### config.mk
export PLATFORM = sky130hd
export DESIGN_NAME = div
export DESIGN_NICKNAME = d
export VERILOG_FILES = /design/src/rtl/div.sv
export SDC_FILE = /design/constraint.sdc
export NUM_CORES = 1
export LEC_CHECK = 0
export ABC_AREA = 1
export ABC_CLOCK_PERIOD_IN_PS = 12600
export BUFFER_PORTS_ARGS = -buffer_cell sky130_fd_sc_hd__buf_2
export CORE_UTILIZATION = 41
export DETAILED_ROUTE_END_ITERATION = 12
export GPL_TIMING_DRIVEN = 0
export SYNTH_ARGS = -nofsm -noshare
export SYNTH_HDL_FRONTEND = slang
export SYNTH_SLANG_ARGS = --single-unit
export TNS_END_PERCENT = 50
### constraint.sdc
create_clock -name clock -period 12.6 [get_ports clock]
set_input_delay 2.52 -clock clock [delete_from_list [all_inputs] [get_ports clock]]
set_output_delay 2.52 -clock clock [all_outputs]
set_load 0.01 [all_outputs]
### src/rtl/div.sv
// Sequential signed restoring divider: one quotient bit per clock on operand
// magnitudes, signs restored in a final fix-up cycle. Result is {remainder, quotient}.
module div #(
  parameter int WIDTH = 32
) (
  input  logic                    clock,
  input  logic                    clear,
  input  logic                    start,
  input  logic signed [WIDTH-1:0] dividend,
  input  logic signed [WIDTH-1:0] divisor,
  output logic                    busy,
  output logic                    done,
  output logic                    div_by_zero,
  output logic [2*WIDTH-1:0]      p
);

  localparam int CW = $clog2(WIDTH);
  localparam logic [CW-1:0] LAST = CW'(WIDTH - 1);

  localparam logic [1:0] S_IDLE = 2'd0;
  localparam logic [1:0] S_CALC = 2'd1;
  localparam logic [1:0] S_FIX  = 2'd2;

  logic [1:0]         state_q, state_d;
  logic [CW-1:0]      cnt_q, cnt_d;
  logic [WIDTH:0]     rem_q, rem_d;
  logic [WIDTH-1:0]   quo_q, quo_d;
  logic [WIDTH-1:0]   dvs_q, dvs_d;
  logic               qneg_q, qneg_d;
  logic               rneg_q, rneg_d;
  logic               busy_q, busy_d;
  logic               done_q, done_d;
  logic               dbz_q, dbz_d;
  logic [2*WIDTH-1:0] p_q, p_d;

  logic [WIDTH:0]     rem_sh;
  logic [WIDTH:0]     trial;

  function automatic logic [WIDTH-1:0] magnitude(input logic signed [WIDTH-1:0] x);
    logic [WIDTH-1:0] u;
    u = x;
    return x[WIDTH-1] ? ((~u) + WIDTH'(1)) : u;
  endfunction

  function automatic logic [WIDTH-1:0] cond_neg(input logic [WIDTH-1:0] v, input logic neg);
    return neg ? ((~v) + WIDTH'(1)) : v;
  endfunction

  // quo_q starts holding |dividend|; its MSB feeds the remainder each step
  assign rem_sh = {rem_q[WIDTH-1:0], quo_q[WIDTH-1]};
  assign trial  = rem_sh - {1'b0, dvs_q};

  always_comb begin
    state_d = state_q;
    cnt_d   = cnt_q;
    rem_d   = rem_q;
    quo_d   = quo_q;
    dvs_d   = dvs_q;
    qneg_d  = qneg_q;
    rneg_d  = rneg_q;
    busy_d  = busy_q;
    done_d  = 1'b0;
    dbz_d   = dbz_q;
    p_d     = p_q;
    case (state_q)
      S_IDLE: begin
        if (start) begin
          if (divisor == '0) begin
            p_d    = {dividend, {WIDTH{1'b1}}};
            dbz_d  = 1'b1;
            done_d = 1'b1;
          end else begin
            quo_d   = magnitude(dividend);
            dvs_d   = magnitude(divisor);
            qneg_d  = dividend[WIDTH-1] ^ divisor[WIDTH-1];
            rneg_d  = dividend[WIDTH-1];
            rem_d   = '0;
            cnt_d   = '0;
            busy_d  = 1'b1;
            dbz_d   = 1'b0;
            state_d = S_CALC;
          end
        end
      end
      S_CALC: begin
        if (!trial[WIDTH]) begin
          rem_d = trial;
          quo_d = {quo_q[WIDTH-2:0], 1'b1};
        end else begin
          rem_d = rem_sh;
          quo_d = {quo_q[WIDTH-2:0], 1'b0};
        end
        cnt_d = cnt_q + CW'(1);
        if (cnt_q == LAST) state_d = S_FIX;
      end
      S_FIX: begin
        p_d     = {cond_neg(rem_q[WIDTH-1:0], rneg_q), cond_neg(quo_q, qneg_q)};
        done_d  = 1'b1;
        busy_d  = 1'b0;
        state_d = S_IDLE;
      end
      default: begin
        busy_d  = 1'b0;
        state_d = S_IDLE;
      end
    endcase
  end

  always_ff @(posedge clock or posedge clear) begin
    if (clear) begin
      state_q <= S_IDLE;
      cnt_q   <= '0;
      rem_q   <= '0;
      quo_q   <= '0;
      dvs_q   <= '0;
      qneg_q  <= 1'b0;
      rneg_q  <= 1'b0;
      busy_q  <= 1'b0;
      done_q  <= 1'b0;
      dbz_q   <= 1'b0;
      p_q     <= '0;
    end else begin
      state_q <= state_d;
      cnt_q   <= cnt_d;
      rem_q   <= rem_d;
      quo_q   <= quo_d;
      dvs_q   <= dvs_d;
      qneg_q  <= qneg_d;
      rneg_q  <= rneg_d;
      busy_q  <= busy_d;
      done_q  <= done_d;
      dbz_q   <= dbz_d;
      p_q     <= p_d;
    end
  end

  assign busy        = busy_q;
  assign done        = done_q;
  assign div_by_zero = dbz_q;
  assign p           = p_q;

endmodule

==> Implementation_results.wiki <==
{| class="wikitable"
! Metric !! Value
|-
| Outcome || finished clean
|-
| Count of nets after finishing || roughly 2400
|-
| DRT Pass-1 Iters || 6
|-
| Layout fillers || between 3000 and 4000
|-
| Antenna-violating nets left || 0
|-
| Core utilization of the finished layout || approximately 48%
|-
| Netlist Area Pre-Place || 13720 µm²
|-
| DIE AREA || between 30000 and 40000 µm²
|-
| Achievable clock frequency || around 240 MHz
|-
| Count of distinct cell types in the synthesized netlist || 51
|-
| Number of buffer and inverter instances along the worst setup path || 3
|-
| Core Footprint || roughly 33000 µm²
|-
| CTS tree || built
|-
| Area of combinational cells with multiple inputs || slightly below 8000 µm²
|-
| Number of diodes || 0
|-
| Antenna violations before repair || 0
|-
| Die outline width || ~180 µm
|-
| Number of cells in the design after placement || around 2800
|-
| CP Launch Type || primary input
|-
| CTS clock-pin slew for the worst setup and hold paths || ~0.070 ns
|-
| Worst path top cell family by delay || simple AND/OR/NAND/NOR gates
|-
| Final wirelength || 51330 µm
|-
| Critical path depth || 13
|-
| Mean instance size in the synthesized netlist || around 6.3 µm²
|-
| Final std cells w/o fill || 2797
|-
| Half-perimeter wire length of the detailed placement result || about 42000 µm
|-
| Number of H-tree branching levels || 4
|-
| Number of input and output port buffers inserted || roughly 130
|-
| Register bit count reported by yosys || roughly 170
|-
| Final Hold Violating Endpoints || 0
|-
| Clk sink count || about 170
|-
| GRT Total Usage || between 30% and 40%
|-
| Setup repair after global routing missed its margin || no
|-
| Critical setup path kind || in2reg
|-
| Worst clock skew || 0.009713 ns
|-
| Net count of the mapped netlist || approximately 2300
|-
| Worst supply voltage drop on vdd || about 0.10 mV
|-
| Overall die height || 184.9 µm
|-
| IO Pins || about 130
|-
| Global-route wire length before repair || 79380 µm
|-
| PD cells || 267.0 nW/µm²
|-
| Crit-path slowest cell || nor3_1
|-
| Yosys warns || 0
|-
| Vias in the first global route || 14080
|-
| Type of the most critical hold path || reg2reg
|-
| Max-slew headroom || between 30 and 40%
|-
| Resized Gates After CTS || 0
|-
| Pin count of the biggest net entering global routing || 91
|-
| Arrival time of data at the critical path endpoint || ~4.5 ns
|-
| Average vias per placed instance || roughly 5.3
|-
| Buffers inserted by post-CTS timing repair || 0
|-
| Worst-case reg-to-reg path depth || 16
|-
| Fraction of layout cells with a size suffix above 1 || 10.40%
|-
| Pin slew with the least headroom to its limit || about 0.93 ns
|-
| Maximum clock insertion buffer count || 2
|-
| Cts hold-fix bufs || 0
|-
| Share of the clock period used by the worst path after layout || approximately a third
|-
| GP Congestion || 0.9850
|-
| DRC viols || 0
|-
| Seq/Total Area, Yosys || a little under a third
|-
| First DRT Iteration DRCs || approximately 1500
|-
| Setup crit end kind || flop
|-
| Total overflow reported by the global router || 0
|-
| Number of max-capacitance violations reported || 0
|-
| Initial Utilization || a little over two fifths
|-
| Delay of the slowest cell on the worst path || ~0.32 ns
|-
| Commonest cells after routing, fill and taps aside || 681 x nand2_1, 324 x inv_1, 243 x nand3_1
|-
| Cells along the critical path || buf_2, inv_1, ha_1, nand2_2, nor2_4, nand3_1, nor2_4, nand2_4, nor2_2, nand2_2, buf_6, nor3_1, nor3_1
|-
| Most frequent standard cell in the layout excluding fill and tap cells || nand2_1
|-
| Via count || 14840
|-
| CTS Buf Count || 17
|-
| Total negative slack || 0 ns
|-
| Clock latency on the worst-skew pair || 0.46 ns
|-
| Cells after Synth || about 2200
|-
| Growth of design area from synthesis to finish || 13.51%
|-
| Leakage power || ~8.2 nW
|-
| Final critical-path required period || between 4 and 5 ns
|-
| Final Max Tran Viols || 0
|-
| Master cell of the clock root buffer || clkbuf_16
|-
| Critical path peak fanout || 10
|-
| Min-Delay Path Depth || 2
|-
| Area occupied by registers || about 4300 µm²
|-
| CP required || between 10 and 15 ns
|-
| Cell Rows || 66
|-
| Total of endpoints with negative setup slack in the final report || 0
|-
| Post-detailed-route wirelength per cell || roughly 18 µm
|}
[stage by stage]
step,cell area (µm²),hold WS (ns),total power [W],setup WS [ns]
after floorplan,13720,0.4517,0.002771,5.420
after global placement,14930,0.4607,0.003527,3.241
after detailed placement,14970,0.4624,0.003565,7.930
after CTS,15570,0.4808,0.004127,8.400
after global routing,15570,0.4951,0.004567,8.243
final,15570,0.4742,0.004159,8.428
[power by group]
group / total [W] / internal, W / leakage (nW) / switching [W]
logic: 0.00263 / 0.000856 / 5.88 / 0.00177
clock network: 0.000553 / 0.000292 / 0.291 / 0.000261
registers: 0.000978 / 0.000746 / 2.08 / 0.000232
[worst register-to-register path, stage by stage (launching register included)]
cell and delay, ns:
dfrtp_1 0.39, inv_1 0.14, ha_1 0.27, fa_1 0.40, inv_1 0.15, nand2_1 0.07
nand2_1 0.07, nand3_1 0.07, nand2_1 0.15, nand2_1 0.09, nand2_1 0.12, nand2_2 0.09
nand3_2 0.11, buf_2 0.26, nand3_1 0.17, nand3_1 0.12, nand2_1 0.05
[final timing paths]
path	start	to	slack, ns
max	divisor[0]	p[35]	8.43
min	busy	busy	0.47
max reg2reg	quo_q[31]	rem_q[25]	9.79
min reg2reg	busy	busy	0.47
max in group asynchronous	clear	p[29]	9.56
min in group asynchronous	clear	rem_q[6]	2.17
[kinds of logic (layout without fill, tap and decap cells)]
family	Yosys count	after routing	share of synthesized area, %
and+or+nand+nor	1240	1240	38.49
buffers and inverters	404	569	11.70
AOI/OAI and AO/OA	288	288	11.83
DFF	172	172	31.37
xor gates and xnor gates	47	47	3.000
adders and majority gates	39	39	3.611
[cell usage after synthesis, drive strengths merged]
| library cell | number | area [µm²] |
|---|---|---|
| clkbuf | 40 | 151.4 |
| a32o | 1 | 10.01 |
| o21bai | 7 | 52.55 |
| o41ai | 1 | 8.760 |
| a21oi | 64 | 346.6 |
| a22oi | 3 | 22.52 |
| nand2 | 691 | 2624 |
| o31ai | 4 | 30.03 |
| ha | 38 | 475.5 |
| inv | 330 | 1239 |
| o22ai | 17 | 106.4 |
| and3 | 1 | 6.260 |
| o211ai | 8 | 60.06 |
| and2 | 5 | 31.28 |
| nand3b | 17 | 140.1 |
| nor4 | 2 | 12.51 |
| nand3 | 245 | 1236 |
| o21ai | 155 | 783.2 |
| a21o | 1 | 7.510 |
| xor2 | 35 | 306.5 |
| nor2 | 205 | 807.0 |
| nand4 | 19 | 118.9 |
| xnor2 | 12 | 105.1 |
| a31oi | 23 | 162.7 |
| a22o | 2 | 17.52 |
| fa | 1 | 20.02 |
| buf | 33 | 211.5 |
| o21a | 2 | 15.01 |
| dfrtp | 172 | 4304 |
| nor3 | 48 | 261.5 |
| clkinv | 1 | 3.750 |
| or2 | 7 | 43.79 |
[final cells by class]
type | count | share of cell area [%]
buffer | 73 | 2.330
timing repair buffer | 133 | 4.418
inverter | 331 | 8.025
multi-input combinational | 1614 | 50.15
tap | 442 | 3.551
clock inverter | 13 | 0.9801
clock buffer | 19 | 2.908
sequential | 172 | 27.64
[flip-flops by register name, indices dropped and copies added (netlist names)]
register / flops
state_q: 2
dvs_q: 32
cnt_q: 5
qneg_q: 1
div_by_zero: 1
rem_q: 32
rneg_q: 1
done: 1
quo_q: 32
busy: 1
p: 64
[routing by layer]
layer | wire length, µm | GRT usage (%) | vias to the layer above
met3 | 3336 | 3.991 | 97
met5 | 0 | 0 | -
met1 | 23100 | 41.95 | 6872
li1 | - | - | 7293
met2 | 22780 | 49.25 | 577
met4 | 2116 | 12.89 | 0
(Power assumes the default switching activity.)
